**src/rtl/mem_access_sequencer.sv**
```systemverilog
// mem_access_sequencer: registered CPU data-access sequencer. One request at a
// time; flags exception-return and misaligned addresses, drives a req/ack bus
// with byte lanes and a timeout, returns a one-cycle response.
// Ports: clk_i/rst_n_i; req_valid_i/req_ready_o, rw_i, byte_access_i, addr_i,
// wdata_i (request); mem_req_o/mem_ack_i, mem_rw_o, mem_addr_o, mem_be_o,
// mem_wdata_o, mem_rdata_i (bus); rsp_valid_o, rdata_o, bad_addr_o, exc_ret_o,
// bus_err_o (response). Macro MISALIGN_SPLIT_EN: misaligned words run 2 beats.
module mem_access_sequencer #(
  parameter int WORD = 16,
  parameter int ADDR = 16,
  parameter logic [ADDR-1:0] EXC_RET = ADDR'(16'hFFFF),
  parameter int TIMEOUT = 15
) (
  input  logic              clk_i,
  input  logic              rst_n_i,
  input  logic              req_valid_i,
  output logic              req_ready_o,
  input  logic              rw_i,
  input  logic              byte_access_i,
  input  logic [ADDR-1:0]   addr_i,
  input  logic [WORD-1:0]   wdata_i,
  output logic              mem_req_o,
  input  logic              mem_ack_i,
  output logic              mem_rw_o,
  output logic [ADDR-1:0]   mem_addr_o,
  output logic [WORD/8-1:0] mem_be_o,
  output logic [WORD-1:0]   mem_wdata_o,
  input  logic [WORD-1:0]   mem_rdata_i,
  output logic              rsp_valid_o,
  output logic [WORD-1:0]   rdata_o,
  output logic              bad_addr_o,
  output logic              exc_ret_o,
  output logic              bus_err_o
);
  localparam int LANES = WORD / 8;
  localparam int OFS = $clog2(LANES);
  localparam int CW = (TIMEOUT > 1) ? $clog2(TIMEOUT + 1) : 1;
  localparam logic [LANES-1:0] ALL = '1;

  typedef enum logic [2:0] {IDLE, CHECK, ISSUE, ISSUE2, RESP} state_t;

  state_t state_q, state_d;
  logic rw_q, rw_d, byte_q, byte_d;
  logic [ADDR-1:0] addr_q, addr_d;
  logic [WORD-1:0] wdata_q, wdata_d;
  logic ready_q, ready_d;
  logic mreq_q, mreq_d, mrw_q, mrw_d;
  logic [ADDR-1:0] maddr_q, maddr_d;
  logic [LANES-1:0] be_q, be_d;
  logic [WORD-1:0] mwd_q, mwd_d;
  logic rsp_q, rsp_d;
  logic [WORD-1:0] rdata_q, rdata_d;
  logic bad_q, bad_d, exc_q, exc_d, err_q, err_d;
  logic [CW-1:0] cnt_q, cnt_d;
`ifdef MISALIGN_SPLIT_EN
  logic [WORD-1:0] rbuf_q, rbuf_d;
`endif

  logic [OFS-1:0] ofs;
  logic mis, expire;
  logic [WORD-1:0] rd_val;

  assign ofs = addr_q[OFS-1:0];
  assign mis = !byte_q && (ofs != '0);
  assign expire = (TIMEOUT != 0) && (cnt_q == CW'(TIMEOUT - 1));

  function automatic logic [WORD-1:0] lane_byte(
    input logic [WORD-1:0] d, input logic [OFS-1:0] o);
    logic [WORD-1:0] t;
    t = d >> {o, 3'b000};
    return {{(WORD-8){1'b0}}, t[7:0]};
  endfunction

`ifdef MISALIGN_SPLIT_EN
  function automatic logic [WORD-1:0] rotl(
    input logic [WORD-1:0] d, input logic [OFS-1:0] o);
    logic [2*WORD-1:0] t;
    t = {d, d} << {o, 3'b000};
    return t[2*WORD-1:WORD];
  endfunction

  function automatic logic [WORD-1:0] rotr(
    input logic [WORD-1:0] d, input logic [OFS-1:0] o);
    logic [2*WORD-1:0] t;
    t = {d, d} >> {o, 3'b000};
    return t[WORD-1:0];
  endfunction

  // beat 1 owns lanes >= o, beat 2 owns lanes < o
  function automatic logic [WORD-1:0] merge(
    input logic [WORD-1:0] hi, input logic [WORD-1:0] lo,
    input logic [OFS-1:0] o);
    logic [WORD-1:0] r;
    for (int k = 0; k < LANES; k++)
      r[8*k +: 8] = (k >= int'(o)) ? hi[8*k +: 8] : lo[8*k +: 8];
    return r;
  endfunction

  assign rd_val = rw_q ? '0 :
    mis ? rotr(merge(rbuf_q, mem_rdata_i, ofs), ofs) :
    byte_q ? lane_byte(mem_rdata_i, ofs) : mem_rdata_i;
`else
  assign rd_val = rw_q ? '0 :
    byte_q ? lane_byte(mem_rdata_i, ofs) : mem_rdata_i;
`endif

  always_comb begin
    state_d = state_q;
    rw_d = rw_q;
    byte_d = byte_q;
    addr_d = addr_q;
    wdata_d = wdata_q;
    ready_d = ready_q;
    mreq_d = mreq_q;
    mrw_d = mrw_q;
    maddr_d = maddr_q;
    be_d = be_q;
    mwd_d = mwd_q;
    rsp_d = 1'b0;
    rdata_d = rdata_q;
    bad_d = 1'b0;
    exc_d = 1'b0;
    err_d = 1'b0;
    cnt_d = cnt_q;
`ifdef MISALIGN_SPLIT_EN
    rbuf_d = rbuf_q;
`endif
    unique case (state_q)
      IDLE: begin
        if (req_valid_i) begin
          rw_d = rw_i;
          byte_d = byte_access_i;
          addr_d = addr_i;
          wdata_d = wdata_i;
          ready_d = 1'b0;
          state_d = CHECK;
        end
      end
      CHECK: begin
        if (addr_q == EXC_RET) begin
          state_d = RESP;
          rsp_d = 1'b1;
          exc_d = 1'b1;
          rdata_d = '0;
        end
`ifndef MISALIGN_SPLIT_EN
        else if (mis) begin
          state_d = RESP;
          rsp_d = 1'b1;
          bad_d = 1'b1;
          rdata_d = '0;
        end
`endif
        else begin
          state_d = ISSUE;
          mreq_d = 1'b1;
          mrw_d = rw_q;
          maddr_d = {addr_q[ADDR-1:OFS], {OFS{1'b0}}};
          cnt_d = '0;
          if (byte_q) begin
            be_d = LANES'(1) << ofs;
            mwd_d = {LANES{wdata_q[7:0]}};
          end else begin
`ifdef MISALIGN_SPLIT_EN
            be_d = ALL << ofs;
            mwd_d = rotl(wdata_q, ofs);
`else
            be_d = ALL;
            mwd_d = wdata_q;
`endif
          end
        end
      end
      ISSUE: begin
        if (mem_ack_i) begin
`ifdef MISALIGN_SPLIT_EN
          if (mis) begin
            state_d = ISSUE2;
            rbuf_d = mem_rdata_i;
            maddr_d = maddr_q + ADDR'(LANES);
            be_d = ~(ALL << ofs);
            cnt_d = '0;
          end else
`endif
          begin
            state_d = RESP;
            mreq_d = 1'b0;
            rsp_d = 1'b1;
            rdata_d = rd_val;
          end
        end else if (expire) begin
          state_d = RESP;
          mreq_d = 1'b0;
          rsp_d = 1'b1;
          err_d = 1'b1;
          rdata_d = '0;
        end else begin
          cnt_d = cnt_q + 1'b1;
        end
      end
`ifdef MISALIGN_SPLIT_EN
      ISSUE2: begin
        if (mem_ack_i) begin
          state_d = RESP;
          mreq_d = 1'b0;
          rsp_d = 1'b1;
          rdata_d = rd_val;
        end else if (expire) begin
          state_d = RESP;
          mreq_d = 1'b0;
          rsp_d = 1'b1;
          err_d = 1'b1;
          rdata_d = '0;
        end else begin
          cnt_d = cnt_q + 1'b1;
        end
      end
`endif
      RESP: begin
        state_d = IDLE;
        ready_d = 1'b1;
      end
      default: state_d = IDLE;
    endcase
  end

  always_ff @(posedge clk_i or negedge rst_n_i) begin
    if (!rst_n_i) begin
      state_q <= IDLE;
      rw_q <= 1'b0;
      byte_q <= 1'b0;
      addr_q <= '0;
      wdata_q <= '0;
      ready_q <= 1'b1;
      mreq_q <= 1'b0;
      mrw_q <= 1'b0;
      maddr_q <= '0;
      be_q <= '0;
      mwd_q <= '0;
      rsp_q <= 1'b0;
      rdata_q <= '0;
      bad_q <= 1'b0;
      exc_q <= 1'b0;
      err_q <= 1'b0;
      cnt_q <= '0;
`ifdef MISALIGN_SPLIT_EN
      rbuf_q <= '0;
`endif
    end else begin
      state_q <= state_d;
      rw_q <= rw_d;
      byte_q <= byte_d;
      addr_q <= addr_d;
      wdata_q <= wdata_d;
      ready_q <= ready_d;
      mreq_q <= mreq_d;
      mrw_q <= mrw_d;
      maddr_q <= maddr_d;
      be_q <= be_d;
      mwd_q <= mwd_d;
      rsp_q <= rsp_d;
      rdata_q <= rdata_d;
      bad_q <= bad_d;
      exc_q <= exc_d;
      err_q <= err_d;
      cnt_q <= cnt_d;
`ifdef MISALIGN_SPLIT_EN
      rbuf_q <= rbuf_d;
`endif
    end
  end

  assign req_ready_o = ready_q;
  assign mem_req_o = mreq_q;
  assign mem_rw_o = mrw_q;
  assign mem_addr_o = maddr_q;
  assign mem_be_o = be_q;
  assign mem_wdata_o = mwd_q;
  assign rsp_valid_o = rsp_q;
  assign rdata_o = rdata_q;
  assign bad_addr_o = bad_q;
  assign exc_ret_o = exc_q;
  assign bus_err_o = err_q;
endmodule

```
**config.mk**
```make
export PLATFORM = sky130hd
export DESIGN_NAME = mem_access_sequencer
export DESIGN_NICKNAME = d
export VERILOG_FILES = /design/src/rtl/mem_access_sequencer.sv
export SDC_FILE = /design/constraint.sdc
export NUM_CORES = 1
export LEC_CHECK = 0
export ABC_AREA = 1
export BUFFER_PORTS_ARGS = -buffer_cell sky130_fd_sc_hd__buf_2
export CORE_MARGIN = 2
export CORE_UTILIZATION = 56
export CTS_CLUSTER_DIAMETER = 50
export CTS_CLUSTER_SIZE = 40
export DETAILED_ROUTE_END_ITERATION = 8
export GPL_TIMING_DRIVEN = 0
export PLACE_DENSITY = 0.81
export SETUP_SLACK_MARGIN = 0.02
export SLEW_MARGIN = 20
export SYNTH_ARGS = -nofsm -noshare
export SYNTH_HDL_FRONTEND = slang
export SYNTH_SLANG_ARGS = --single-unit
```
**constraint.sdc**
```tcl
create_clock -name clk_i -period 3.7 [get_ports clk_i]
set_clock_uncertainty 0.05 [all_clocks]
set_input_delay 0.555 -clock clk_i [delete_from_list [all_inputs] [get_ports clk_i]]
set_output_delay 0.555 -clock clk_i [all_outputs]
set_load 0.005 [all_outputs]
```
==> metrics <==
latest clock arrival within the worst-skew pair=360 ps; Root Buffer=clkbuf_8; Synth Register Bits=97; R2R depth=6; I/O Pins=between 100 and 150; IO buf count=roughly 110; initial antenna violation count=0; Clock Sinks=between 90 and 100; n_diodes=0; routability cong.=between 0.8 and 0.9; clk slew on worst S/H paths=90 ps; CTS tree=yes; layout cells sized above 1=about a quarter; CP startpoint kind=flop; critical path data required time=around 3900 ps; Synth-to-Final Area Change=23.5%; final WL=9.24 mm; stages on the worst setup path=6; Synth cell types=30; register area share after synthesis=around three fifths; Final Cell Area=~0.0050 mm2; post-route DRC violation count=0; cts bufs inserted=9; core box area=roughly 0.0071 mm2; hold endpoint=bus_err_o; drt initial violations=221; Worst-Margin Slew=680 ps; dpl hpwl=6.75 mm; Clock Path Buffers=2; crit path max-delay cell type=clkbuf_1; Hold Crit Class=primary input to flop; setup_tns=0 ps; worst setup path class=flop to flop; Cell Chain, Critical Path=buf_2 > nand2_1 > clkbuf_1 > nand2_1 > o211ai_1 > nand2_1; max_slew headroom=54.3%; Via Count=3448; RSZ-0062 raised after global routing=no; Crit path max-delay family=buffers and inverters; setup bufs post-CTS=0; Hold Slack=313 ps; Tcrit/Tclk final=between 40% and 50%; Worst R2R Setup Slack=2010 ps; crit path DAT=1890 ps; total power=between 3 and 4 mW; critical path's most frequent cell=nand2_1; Crit Path Max Fanout=10; Initial Utilization=a little under three fifths; grt ovf=0; Die X-Extent=slightly below 90 um; DRT antenna net count=0; Crit Reg-Reg Startpoint=byte_q; vias in the first global route=between 3000 and 4000; Reg-to-Reg End=rdata_o[7]; P per Cell Area=782 mW/mm2; Slew Viols, Final=0; hold depth=2; Finish-stage setup viols=0; Hold Path Origin=mem_ack_i; routed len/inst=roughly 13 um; DIE AREA=0.00798 mm2; synth warn=0; status=finished clean; shortest period the worst path allows=~1700 ps; Max Fclk=approximately 600 MHz; Worst setup EP type=flop; placed cells=670; static leakage=roughly 2.9 nW; largest net degree at the start of global routing=75; num rows=31; Mapped Nets=517; Mean Syn Cell Area=8.85 um2; Worst path max stage delay=420 ps; die height=89.3 um; final hold vios=0; Post-Syn Instances=around 460; Max VDD drop=roughly 0.38 mV; Buf+Inv Stages, Crit Path=2; Global Route Usage Sum=~24%; Placed Instance Area=about 0.0048 mm2; H-tree levels=3; synthesized area=about 0.004 mm2; vias per cell=around 5.0; Max Cap Viol=0; TritonRoute pass-1 iters=4; fin nets=around 640; first-pass GRT wire length=14.8 mm; Final Non-Filler Cells=687
[per-stage QoR]
stage	utilization [%]	worst slack (ps)
after floorplan	-	2260
after CTS	70.5	2030
after detailed placement	67.0	2010
final	70.5	2010
after global placement	66.5	1090
after global routing	70.5	1840
[synthesized netlist by cell type]
cell type	number	area [um2]
a22o_1	1	8.76
buf_2	10	50.1
buf_4	1	7.51
buf_6	3	33.8
clkbuf_1	5	18.8
clkbuf_2	2	10.0
conb_1	1	3.75
dfrtp_1	96	2400
dfstp_2	1	26.3
ha_1	2	25.0
inv_1	28	105
inv_2	2	7.51
nand2_1	197	739
nand2_2	1	6.26
nand2_4	1	11.3
nand3_1	40	200
nand3_2	1	10.0
nand4_4	1	21.3
nor2_1	8	30.0
nor2_2	5	31.3
nor2_4	2	22.5
nor3_1	2	10.0
nor3_2	1	10.0
nor4_2	1	12.5
o211ai_1	8	60.1
o21ai_0	37	185
o21ai_1	1	5.00
or2_2	1	6.26
xnor2_1	1	8.76
xor2_1	1	8.76
[cells by family after synthesis]
| family | synth area share, % |
|---|---|
| simple gates | 27.2 |
| compound gates | 6.35 |
| other cells | 0.0920 |
| buf+inv | 5.71 |
| xor+xnor | 0.430 |
| fa+ha+maj | 0.614 |
| flops | 59.6 |
[power breakdown]
group | switching, mW | total [mW] | internal, mW | leakage [nW]
clock | 0.353 | 0.824 | 0.471 | 0.121
sequential | 0.261 | 1.76 | 1.50 | 1.24
combinational | 0.816 | 1.35 | 0.535 | 1.49
total | 1.43 | 3.94 | 2.50 | 2.85
[cell usage in the layout (no fill, tap or decap), types with 2 or more instances in the layout]
master     instances
buf_2            118
buf_6              4
bufinv_16          3
clkbuf_1           7
clkbuf_2           2
clkbuf_8          10
dfrtp_1           96
ha_1               2
inv_1             28
inv_2              2
nand2_1          197
nand3_1           40
nor2_1             8
nor2_2             5
nor2_4             2
nor3_1             2
o211ai_1           8
o21ai_0           37
[sequential cells by signal, summed over array words and instances, names as in the netlist, 2 cells and up]
register	count
cnt_q	4
rdata_o	16
mem_be_o	2
addr_q	16
mem_wdata_o	16
mem_addr_o	15
state_q	3
wdata_q	16
[how the worst max path moves through the flow]
stage                    from             to  slack (ps)
finish                 byte_q     rdata_o[7]        2010
global route         cnt_q[0]    rdata_o[10]        1840
CTS                    byte_q     rdata_o[7]        2030
detailed placement  mem_ack_i    rdata_o[11]        2010
global placement      rst_n_i  mem_addr_o[9]        1090
floorplan            cnt_q[0]       cnt_q[1]        2260
[repair_timing]
action                     in CTS  in global routing
hold endpoints to repair        9                  0
gates resized for setup         0                  0
hold buffers                    1                  0
setup endpoints to repair       0                  0
[cell type report]
type | count | area [um2]
Multi-Input combinational cell | 313 | 1420
Clock inverter | 4 | 98.8
Clock buffer | 12 | 145
Timing Repair Buffer | 111 | 589
Buffer | 21 | 120
Tap cell | 99 | 124
Fill cell | 617 | 2100
Sequential cell | 97 | 2430
Inverter | 30 | 113
[per-layer routing]
layer | part of all wire, % | track usage (%)
met3 | 5.9 | 5.72
met1 | 43 | 31.7
met5 | 0 | 0
met2 | 49 | 40.3
met4 | 2.2 | 8.96
Power figures use the tool's default switching activity.
